<file path="config.mk">
export PLATFORM = sky130hd
export DESIGN_NAME = ex_operand_stage
export DESIGN_NICKNAME = d
export VERILOG_FILES = /design/src/rtl/ex_pkg.sv /design/src/rtl/fwd_unit.sv /design/src/rtl/ex_operand_stage.sv
export SDC_FILE = /design/constraint.sdc
export NUM_CORES = 1
export LEC_CHECK = 0
export CORE_MARGIN = 2
export CORE_UTILIZATION = 45
export DETAILED_ROUTE_END_ITERATION = 12
export PLACE_DENSITY = 0.86
export SKIP_LAST_GASP = 1
export SYNTH_ARGS = -nofsm -noshare
export SYNTH_HDL_FRONTEND = slang
export SYNTH_SLANG_ARGS = --single-unit
</file>
<file path="constraint.sdc">
create_clock -name clk_i -period 12.2 [get_ports clk_i]
set_input_delay 3.66 -clock clk_i [delete_from_list [all_inputs] [get_ports clk_i]]
set_output_delay 3.66 -clock clk_i [all_outputs]
set_load 0.005 [all_outputs]
</file>
<file path="src/rtl/ex_pkg.sv">
// Shared definitions for the ID/EX operand stage.
//   ALU_*     : 2-bit ALU opcodes carried through alu_control.
//   fwd_sel_e : per-operand forwarding source select.
//   REG_ZERO  : index of the hard-wired zero register (never forwarded or hazarded).
package ex_pkg;

  localparam logic [1:0] ALU_ADD = 2'b00;
  localparam logic [1:0] ALU_XOR = 2'b01;
  localparam logic [1:0] ALU_SUB = 2'b10;
  localparam logic [1:0] ALU_SLT = 2'b11;

  localparam int unsigned REG_ZERO = 0;

  typedef enum logic [1:0] {
    FWD_REG = 2'd0,
    FWD_MEM = 2'd1,
    FWD_WB  = 2'd2
  } fwd_sel_e;

endpackage

</file>
<file path="src/rtl/fwd_unit.sv">
// Operand forwarding mux for one source register.
// Ports:
//   src_i                     : source register index read by the EX instruction
//   reg_data_i                : register-file data captured at ID
//   mem_reg_write_i/rd/result : EX/MEM writeback info
//   wb_reg_write_i/rd/result  : MEM/WB writeback info
//   sel_o                     : chosen source (REG, MEM or WB)
//   data_o                    : forwarded operand value
// The younger MEM result wins over WB; register 0 is never forwarded.
module fwd_unit
  import ex_pkg::*;
#(
  parameter int unsigned DATA_W = 32,
  parameter int unsigned REG_AW = 5
) (
  input  logic [REG_AW-1:0] src_i,
  input  logic [DATA_W-1:0] reg_data_i,
  input  logic              mem_reg_write_i,
  input  logic [REG_AW-1:0] mem_rd_i,
  input  logic [DATA_W-1:0] mem_result_i,
  input  logic              wb_reg_write_i,
  input  logic [REG_AW-1:0] wb_rd_i,
  input  logic [DATA_W-1:0] wb_result_i,
  output fwd_sel_e          sel_o,
  output logic [DATA_W-1:0] data_o
);

  logic mem_hit;
  logic wb_hit;

  assign mem_hit = mem_reg_write_i && (mem_rd_i != REG_AW'(REG_ZERO)) && (mem_rd_i == src_i);
  assign wb_hit  = wb_reg_write_i && (wb_rd_i != REG_AW'(REG_ZERO)) && (wb_rd_i == src_i);

  always_comb begin
    sel_o  = FWD_REG;
    data_o = reg_data_i;
    if (mem_hit) begin
      sel_o  = FWD_MEM;
      data_o = mem_result_i;
    end else if (wb_hit) begin
      sel_o  = FWD_WB;
      data_o = wb_result_i;
    end
  end

endmodule

</file>
<file path="src/rtl/ex_operand_stage.sv">
// ID/EX pipeline register plus operand forwarding into the ALU.
// Ports:
//   clk_i, reset_i         : clock (rising edge), asynchronous active-high reset
//   id_*_i                 : decoded instruction fields from ID
//   flush_i                : squash the instruction being captured
//   ex_hold_i              : downstream stall, freezes the EX register
//   mem_*_i, wb_*_i        : writeback info from EX/MEM and MEM/WB for forwarding
//   id_stall_o             : hold PC and IF/ID (load-use hazard or downstream hold)
//   bus_a_o, bus_b_o       : ALU operands; alu_control_o : ALU opcode
//   ex_valid_o, ex_rd_o    : EX occupancy and destination
//   ex_reg_write_o, ex_mem_read_o, ex_mem_write_o : control, gated by ex_valid_o
//   ex_store_data_o        : forwarded rt value for stores
// Optional macro EX_PERF_CNT_EN adds perf_bubbles_o and perf_fwd_o event counters.
module ex_operand_stage
  import ex_pkg::*;
#(
  parameter int unsigned DATA_W = 32,
  parameter int unsigned REG_AW = 5
) (
  input  logic              clk_i,
  input  logic              reset_i,
  input  logic              id_valid_i,
  input  logic [REG_AW-1:0] id_rs_i,
  input  logic [REG_AW-1:0] id_rt_i,
  input  logic [REG_AW-1:0] id_rd_i,
  input  logic [DATA_W-1:0] id_rs_data_i,
  input  logic [DATA_W-1:0] id_rt_data_i,
  input  logic [DATA_W-1:0] id_imm_i,
  input  logic              id_alu_src_i,
  input  logic              id_uses_rt_i,
  input  logic [1:0]        id_alu_control_i,
  input  logic              id_reg_write_i,
  input  logic              id_mem_read_i,
  input  logic              id_mem_write_i,
  input  logic              flush_i,
  input  logic              ex_hold_i,
  input  logic              mem_reg_write_i,
  input  logic [REG_AW-1:0] mem_rd_i,
  input  logic [DATA_W-1:0] mem_result_i,
  input  logic              wb_reg_write_i,
  input  logic [REG_AW-1:0] wb_rd_i,
  input  logic [DATA_W-1:0] wb_result_i,
  output logic              id_stall_o,
  output logic [DATA_W-1:0] bus_a_o,
  output logic [DATA_W-1:0] bus_b_o,
  output logic [1:0]        alu_control_o,
  output logic              ex_valid_o,
  output logic [REG_AW-1:0] ex_rd_o,
  output logic              ex_reg_write_o,
  output logic              ex_mem_read_o,
  output logic              ex_mem_write_o,
  output logic [DATA_W-1:0] ex_store_data_o
`ifdef EX_PERF_CNT_EN
  ,
  output logic [31:0]       perf_bubbles_o,
  output logic [31:0]       perf_fwd_o
`endif
);

  logic              valid_q, valid_d;
  logic [REG_AW-1:0] rs_q, rs_d;
  logic [REG_AW-1:0] rt_q, rt_d;
  logic [REG_AW-1:0] rd_q, rd_d;
  logic [DATA_W-1:0] rs_data_q, rs_data_d;
  logic [DATA_W-1:0] rt_data_q, rt_data_d;
  logic [DATA_W-1:0] imm_q, imm_d;
  logic              alu_src_q, alu_src_d;
  logic [1:0]        alu_ctrl_q, alu_ctrl_d;
  logic              reg_write_q, reg_write_d;
  logic              mem_read_q, mem_read_d;
  logic              mem_write_q, mem_write_d;

  logic              load_use;
  fwd_sel_e          rs_sel, rt_sel;
  logic [DATA_W-1:0] rs_fwd, rt_fwd;

  // A load in EX whose result is needed by ID cannot be forwarded in time.
  assign load_use = valid_q && mem_read_q && (rd_q != REG_AW'(REG_ZERO)) && id_valid_i &&
                    ((rd_q == id_rs_i) || (id_uses_rt_i && (rd_q == id_rt_i)));

  assign id_stall_o = load_use | ex_hold_i;

  always_comb begin
    valid_d     = valid_q;
    rs_d        = rs_q;
    rt_d        = rt_q;
    rd_d        = rd_q;
    rs_data_d   = rs_data_q;
    rt_data_d   = rt_data_q;
    imm_d       = imm_q;
    alu_src_d   = alu_src_q;
    alu_ctrl_d  = alu_ctrl_q;
    reg_write_d = reg_write_q;
    mem_read_d  = mem_read_q;
    mem_write_d = mem_write_q;
    if (ex_hold_i) begin
      // Frozen; a concurrent flush is dropped and must be re-asserted.
    end else if (flush_i || load_use) begin
      valid_d     = 1'b0;
      reg_write_d = 1'b0;
      mem_read_d  = 1'b0;
      mem_write_d = 1'b0;
    end else begin
      valid_d     = id_valid_i;
      rs_d        = id_rs_i;
      rt_d        = id_rt_i;
      rd_d        = id_rd_i;
      rs_data_d   = id_rs_data_i;
      rt_data_d   = id_rt_data_i;
      imm_d       = id_imm_i;
      alu_src_d   = id_alu_src_i;
      alu_ctrl_d  = id_alu_control_i;
      reg_write_d = id_reg_write_i;
      mem_read_d  = id_mem_read_i;
      mem_write_d = id_mem_write_i;
    end
  end

  always_ff @(posedge clk_i or posedge reset_i) begin
    if (reset_i) begin
      valid_q     <= 1'b0;
      rs_q        <= '0;
      rt_q        <= '0;
      rd_q        <= '0;
      rs_data_q   <= '0;
      rt_data_q   <= '0;
      imm_q       <= '0;
      alu_src_q   <= 1'b0;
      alu_ctrl_q  <= ALU_ADD;
      reg_write_q <= 1'b0;
      mem_read_q  <= 1'b0;
      mem_write_q <= 1'b0;
    end else begin
      valid_q     <= valid_d;
      rs_q        <= rs_d;
      rt_q        <= rt_d;
      rd_q        <= rd_d;
      rs_data_q   <= rs_data_d;
      rt_data_q   <= rt_data_d;
      imm_q       <= imm_d;
      alu_src_q   <= alu_src_d;
      alu_ctrl_q  <= alu_ctrl_d;
      reg_write_q <= reg_write_d;
      mem_read_q  <= mem_read_d;
      mem_write_q <= mem_write_d;
    end
  end

  fwd_unit #(
    .DATA_W(DATA_W),
    .REG_AW(REG_AW)
  ) u_fwd_rs (
    .src_i          (rs_q),
    .reg_data_i     (rs_data_q),
    .mem_reg_write_i(mem_reg_write_i),
    .mem_rd_i       (mem_rd_i),
    .mem_result_i   (mem_result_i),
    .wb_reg_write_i (wb_reg_write_i),
    .wb_rd_i        (wb_rd_i),
    .wb_result_i    (wb_result_i),
    .sel_o          (rs_sel),
    .data_o         (rs_fwd)
  );

  fwd_unit #(
    .DATA_W(DATA_W),
    .REG_AW(REG_AW)
  ) u_fwd_rt (
    .src_i          (rt_q),
    .reg_data_i     (rt_data_q),
    .mem_reg_write_i(mem_reg_write_i),
    .mem_rd_i       (mem_rd_i),
    .mem_result_i   (mem_result_i),
    .wb_reg_write_i (wb_reg_write_i),
    .wb_rd_i        (wb_rd_i),
    .wb_result_i    (wb_result_i),
    .sel_o          (rt_sel),
    .data_o         (rt_fwd)
  );

  assign bus_a_o         = rs_fwd;
  assign bus_b_o         = alu_src_q ? imm_q : rt_fwd;
  assign ex_store_data_o = rt_fwd;
  assign alu_control_o   = alu_ctrl_q;
  assign ex_valid_o      = valid_q;
  assign ex_rd_o         = rd_q;
  assign ex_reg_write_o  = valid_q & reg_write_q;
  assign ex_mem_read_o   = valid_q & mem_read_q;
  assign ex_mem_write_o  = valid_q & mem_write_q;

`ifdef EX_PERF_CNT_EN
  logic [31:0] perf_bubbles_q, perf_bubbles_d;
  logic [31:0] perf_fwd_q, perf_fwd_d;

  always_comb begin
    perf_bubbles_d = perf_bubbles_q;
    perf_fwd_d     = perf_fwd_q;
    if (!ex_hold_i && !flush_i && load_use) begin
      perf_bubbles_d = perf_bubbles_q + 32'd1;
    end
    if (!ex_hold_i && valid_q && ((rs_sel != FWD_REG) || (rt_sel != FWD_REG))) begin
      perf_fwd_d = perf_fwd_q + 32'd1;
    end
  end

  always_ff @(posedge clk_i or posedge reset_i) begin
    if (reset_i) begin
      perf_bubbles_q <= '0;
      perf_fwd_q     <= '0;
    end else begin
      perf_bubbles_q <= perf_bubbles_d;
      perf_fwd_q     <= perf_fwd_d;
    end
  end

  assign perf_bubbles_o = perf_bubbles_q;
  assign perf_fwd_o     = perf_fwd_q;
`else
  logic unused_fwd_sel;
  assign unused_fwd_sel = ^{rs_sel, rt_sel};
`endif

endmodule

</file>
==> run_results.csv, run 1 <==
group,metric,value,unit
run_status,status,"completed",
synth,synth_xor_xnor_area_share,3.671,%
critical_path,critPathArrivalTime,7180,ps
cts,cts_tree,"done",
detailed_routing,drt_pass1_iterations,5,
detailed_routing,wl_per_cell,19.75,um
placed_design,place_area,9837,um2
synth,ys_ff_latch,118,
synth,synth_top_family_by_area,"multiplexers",
power_and_ir_drop,p_sw_share,27.04,%
timing,setup_viol,0,
power_and_ir_drop,comb_power_share,32.1,%
cts,cts_hold_buf,0,
floorplan,initial_core_util,45.96,%
power_and_ir_drop,ir_drop,0.08526,mV
global_routing,grt_pass1_vias,6421,
power_and_ir_drop,p_int,1.015,mW
floorplan,die_area,15840,um2
cts,clkSinkCount,118,
cts,cts_setup_buffers,0,
finish,diodes,0,
critical_path,reg2reg_to,"rt_data_q[31]",
critical_path,ff2ff_setup_slack,8560,ps
synth,synth-simple-area-share,12.49,%
power_and_ir_drop,power.switching,376.3,uW
floorplan,die_y,125.8,um
timing,tightestPinTransition,1236,ps
global_routing,grt_pass1_wl,34820,um
cts,clock_latency,410,ps
floorplan,core_region_area,14530,um2
timing,rsz0062_at_grt,"no",
detailed_routing,drt-initial-drc-count,338,
synth,synth.distinct_cells,36,
timing,period_minus_slack,10840,ps
timing,fmax,92.22,MHz
critical_path,reg2regPathDepth,6,
placed_design,io_buffers,306,
hold_path,hold_class,"reg2reg",
detailed_routing,vias,6269,
finish,fin_area,10380,um2
global_routing,grt_use_total,27.90,%
synth,yosys_warnings,0,
synth,ys_async_sr_fraction,100.0,%
synth,syn-cell-area,6680,um2
critical_path,rr_startpoint,"ex_rd_o[1]",
power_and_ir_drop,seqPwrFrac,34.9,%
synth,synth_compound_area_share,11.63,%
timing,fin_crit_sh,88.88,%
power_and_ir_drop,p_leak,4.199,nW
timing,layout_setup_ws,1356,ps
floorplan,die_x,125.8,um
cts,cts_buffers,17,
synth,synth_fa_ha_area_share,0,%
critical_path,setup.worst_path.start,"wb_rd_i[3]",
finish,utilization,71.41,%
power_and_ir_drop,finalPower,1.391,mW
synth,avgSynthCellArea,10.50,um2
timing,slew_headroom,17.57,%
detailed_routing,drc_errors,0,
power_and_ir_drop,power_density,134.1,nW/um2
cts,cts_resized,0,
timing,slew_violations,0,
critical_path,critPathCaptureType,"primary output",
finish,nets,1119,
cts,htreeDepth,4,
timing,hold_viol,0,
synth,seq_area_frac_synth,44.20,%
synth,yosys.area.top_type_share,44.20,%
placed_design,dp.cells,1085,
finish,drive_above_1_share,10.40,%
synth,synth_cells,636,
critical_path,critPathMaxFanout,33,
detailed_routing,drt_wl_total,22060,um
placed_design,gp_congestion,0.8694,
cts,clockBufferDepth,2,
critical_path,critPathLaunchType,"primary input",
detailed_routing,viasPerCell,5.612,
synth,syn_nets,835,
synth,synth-main-ff-cell,"dfrtp_1",
cts,cts_root_buffer,"clkbuf_16",
synth,synth.area.top_cells,"dfrtp_1 (44%), mux2_1 (10%), mux2_2 (9.1%)",
synth,synth.area.mux_share,24.01,%
critical_path,crit_end,"bus_b_o[13]",
timing,setup_tns,0,ps
timing,clock_skew,10.65,ps
power_and_ir_drop,p_clk_share,33.0,%
floorplan,rows,44,
global_routing,antenna_found_initial,0,
detailed_routing,ant_nets,0,
finish,area_growth,55.37,%
global_routing,grt_max_degree,80,
placed_design,dp_slack,1384,ps
global_routing,grt_overflow,0,
floorplan,io_pins,307,
cts,clkSlewWorstSetupHoldPaths,50,ps
timing,whs,483.3,ps
placed_design,hpwl,15320,um
synth,yosysTopAreaCell,"dfrtp_1",
finish,instances_no_fill,1117,
synth,synth_enable_flop_cells,0,
flow_run,cap_violations,0,
critical_path,criticalPathCategory,"in2out",
critical_path,critPathRequiredTime,8540,ps
-- layer usage --
layer / wire length [um] / vias up / GRT usage (%)
met4: 632 / 0 / 11.89
met3: 1515 / 42 / 6.245
met2: 10680 / 286 / 45.28
met5: 0 / - / 0
met1: 9237 / 3049 / 36.16
li1: - / 2892 / -
-- cells by family (layout without fill, tap and decap cells) --
logic type             count (synthesis)  in the layout
flip-flops                           118            118
AND/OR/NAND/NOR                      185            185
buffers and inverters                 52            349
AO/OA/AOI/OAI                        107            107
multiplexers                         146            146
XOR/XNOR                              28             28
-- sequential cells by signal, summed over array words and instances, names as in the netlist --
signal         count
alu_control_o      2
rs_q               5
rt_data_q         32
mem_read_q         1
imm_q             32
alu_src_q          1
reg_write_q        1
ex_rd_o            5
rs_data_q         32
ex_valid_o         1
mem_write_q        1
rt_q               5
-- synthesized netlist by cell type, types with 18 or more instances --
master and instances:
dfrtp_1 118, nor2_1 100, mux2_1 60, mux2_2 54, nand2_1 35, a221oi_1 33, a21oi_1 32, and3_1 32
mux2i_1 32, o31ai_1 32, xnor2_1 23, clkbuf_1 22, buf_2 18
-- worst max-delay path, cell delays in order --
cell,delay [ps]
clkdlybuf4s50_1,460
xor2_1,200
a221oi_4,180
buf_4,390
nand4bb_2,910
a221oi_1,750
o31ai_1,140
clkdlybuf4s50_1,490
-- final cells by class --
class	instances	area, um2
Fill cell	1056	4155
Tap cell	184	230.2
Clock buffer	28	496.7
Timing Repair Buffer	314	3123
Clock inverter	4	45.04
Sequential cell	118	2954
Inverter	3	13.76
Multi-Input combinational cell	466	3516
-- power by group through the flow --
stage | clock network (mW) | logic [mW] | registers, mW
5_1_grt | 0.486 | 0.481 | 0.492
3_3_place_gp | 0 | 0.440 | 0.487
2_1_floorplan | 0 | 0.195 | 0.480
4_1_cts | 0.466 | 0.449 | 0.484
6_report | 0.459 | 0.447 | 0.485
3_5_place_dp | 0 | 0.446 | 0.490
-- cell usage in the layout (no fill, tap or decap), drive strengths merged, types with 32 or more instances in the layout --
cell	netlist	layout
mux2i	32	32
clkdlybuf4s50	0	306
a21oi	32	32
nor2	100	100
o31ai	32	32
dfrtp	118	118
a221oi	33	33
nand2	35	35
and3	32	32
mux2	114	114
-- worst min path at each step --
| stage | from | end | slack [ps] | depth (start not counted) |
|---|---|---|---|---|
| after global routing | imm_q[23] | imm_q[23] | 500 | 1 |
| after floorplan | rs_data_q[0] | rs_data_q[0] | 460 | 1 |
| after detailed placement | imm_q[16] | imm_q[16] | 470 | 1 |
| after global placement | imm_q[14] | imm_q[14] | 470 | 1 |
| after CTS | imm_q[16] | imm_q[16] | 490 | 1 |
| final | imm_q[16] | imm_q[16] | 480 | 1 |
No activity file was read; power rests on OpenSTA's default activity.
==> run 2, diff against run 1 <==
SLEW_MARGIN = 20   (was unset)
==> run 2 against run 1 <==
  * Critical path depth unchanged
  * Global-route usage increased by 0.20 points
  * Wire length increased by 0.42%
  * Register-to-register slack about the same
  * Critical path type unchanged
  * Largest cell class unchanged
==> run_results.csv, run 2 (synthesis gave the netlist of run 1 again) <==
group,metric,value,unit
run_status,status,"completed",
power_and_ir_drop,ir_drop,0.07816,mV
finish,nFillCells,1053,
flow_run,cap_violations,0,
cts,htreeDepth,4,
cts,clkSinkCount,118,
floorplan,initial_core_util,45.96,%
detailed_routing,ant_nets,0,
detailed_routing,wl_per_cell,19.83,um
global_routing,antenna_found_initial,0,
detailed_routing,drt_pass1_iterations,5,
global_routing,grt_use_total,28.10,%
finish,final_common_cell,"clkdlybuf4s50_1",
finish,diodes,0,
cts,clock_latency,420,ps
timing,layout_setup_ws,1323,ps
placed_design,hpwl,15340,um
timing,slew_violations,0,
global_routing,grt_overflow,0,
finish,nets,1119,
finish,multi_input_area,3518,um2
cts,cts_setup_buffers,0,
critical_path,critPathLaunchType,"primary input",
finish,area_growth,55.18,%
global_routing,grt_pass1_vias,6383,
detailed_routing,vias,6234,
timing,slew_headroom,27.74,%
global_routing,grt_max_degree,80,
cts,cts_buffers,17,
placed_design,dp_slack,1376,ps
hold_path,hold_class,"reg2reg",
critical_path,critPathCaptureType,"primary output",
finish,drive_above_1_share,10.50,%
cts,cts_root_buffer,"clkbuf_16",
detailed_routing,drt_wl_total,22160,um
cts,cts_tree,"done",
power_and_ir_drop,p_leak,4.196,nW
floorplan,rows,44,
timing,tightestPinTransition,1083,ps
timing,rsz0062_at_grt,"no",
timing,setup_tns,0,ps
finish,regArea,2954,um2
detailed_routing,drc_errors,0,
critical_path,max_stage_delay,900,ps
critical_path,worstPathCellList,"clkdlybuf4s50_1 -> xor2_1 -> a221oi_4 -> buf_4 -> nand4bb_2 -> a221oi_1 -> o31ai_1 -> clkdlybuf4s50_1",
timing,clock_skew,7.322,ps
cts,clockBufferDepth,2,
critical_path,critPathMaxFanout,33,
critical_path,cpLargestDelayFamily,"buffers and inverters",
critical_path,cp_num_buf_inv,3,
power_and_ir_drop,power_density,132.9,nW/um2
global_routing,grt_pass1_wl,34910,um
timing,hold_viol,0,
cts,cts_hold_buf,0,
detailed_routing,drt-initial-drc-count,348,
critical_path,critPathMostFrequentCell,"clkdlybuf4s50_1",
critical_path,criticalPathCategory,"in2out",
timing,fmax,91.94,MHz
floorplan,die_x,125.8,um
placed_design,io_buffers,306,
detailed_routing,viasPerCell,5.581,
critical_path,cpMaxStageDelayCell,"nand4bb_2",
floorplan,die_y,125.8,um
timing,fin_crit_sh,89.16,%
cts,clkSlewWorstSetupHoldPaths,50,ps
floorplan,io_pins,307,
placed_design,gp_congestion,0.8694,
finish,reg_top3,"imm_q x32, rs_data_q x32, rt_data_q x32",
timing,whs,485.3,ps
cts,cts_resized,0,
timing,period_minus_slack,10880,ps
critical_path,critPathRequiredTime,8540,ps
finish,layout_common_cells,"clkdlybuf4s50_1 (306), dfrtp_1 (117), nor2_1 (98)",
floorplan,core_region_area,14530,um2
timing,setup_viol,0,
floorplan,die_area,15840,um2
critical_path,critPathArrivalTime,7220,ps
==> run 2: changes by cell type in the layout (fill, tap and decap cells not counted) <==
cell | previous run | this run
bufinv_16 | 1 | 0
clkbuf_1 | 8 | 7
clkbuf_8 | 3 | 4
clkinv_2 | 3 | 4
or4_2 | 1 | 0
or4_4 | 0 | 1
==> run 2: through the flow <==
stage,power [mW],std cells,cell area (um2),utilization (%)
after floorplan,0.6748,636,6680,-
after global placement,0.9267,1085,9837,67.68
after detailed placement,0.9356,1085,9839,67.70
after CTS,1.387,1117,10370,71.32
after global routing,1.447,1117,10370,71.32
final,1.377,1117,10370,71.32
==> run 2: where the power goes <==
group | internal, mW | total, mW | switching [mW] | leakage (nW)
Clock | 0.279 | 0.445 | 0.166 | 0.262
Sequential | 0.449 | 0.485 | 0.0356 | 1.39
Combinational | 0.271 | 0.447 | 0.176 | 2.54
Total | 0.999 | 1.38 | 0.378 | 4.20
==> run 2: metal layers <==
layer	GRT usage (%)	routed length (um)
met4	10.99	659
met5	0	0
met2	46.01	10720
met3	6.669	1382
met1	36.24	9394
==> run 2: final timing paths <==
check | startpoint | end | slack [ps] | cells past startpoint
worst max register to register | ex_rd_o[1] | rs_data_q[21] | 8560 | 6
worst min register to register | rs_data_q[4] | rs_data_q[4] | 490 | 1
max in group asynchronous | reset_i | alu_src_q | 7150 | 3
min in group asynchronous | reset_i | rs_data_q[8] | 3760 | 2
worst min-delay path | rs_data_q[4] | rs_data_q[4] | 490 | 1
worst max-delay path | wb_rd_i[3] | bus_b_o[10] | 1320 | 8
==> run 2: final cells by class <==
cell class	count	area share, %
clock buffers	28	4.888
clock inverters	4	0.1931
inverters	3	0.1328
multi-input cells	466	33.94
flip-flops and latches	118	28.50
well taps	184	2.221
repair buffers	314	30.13
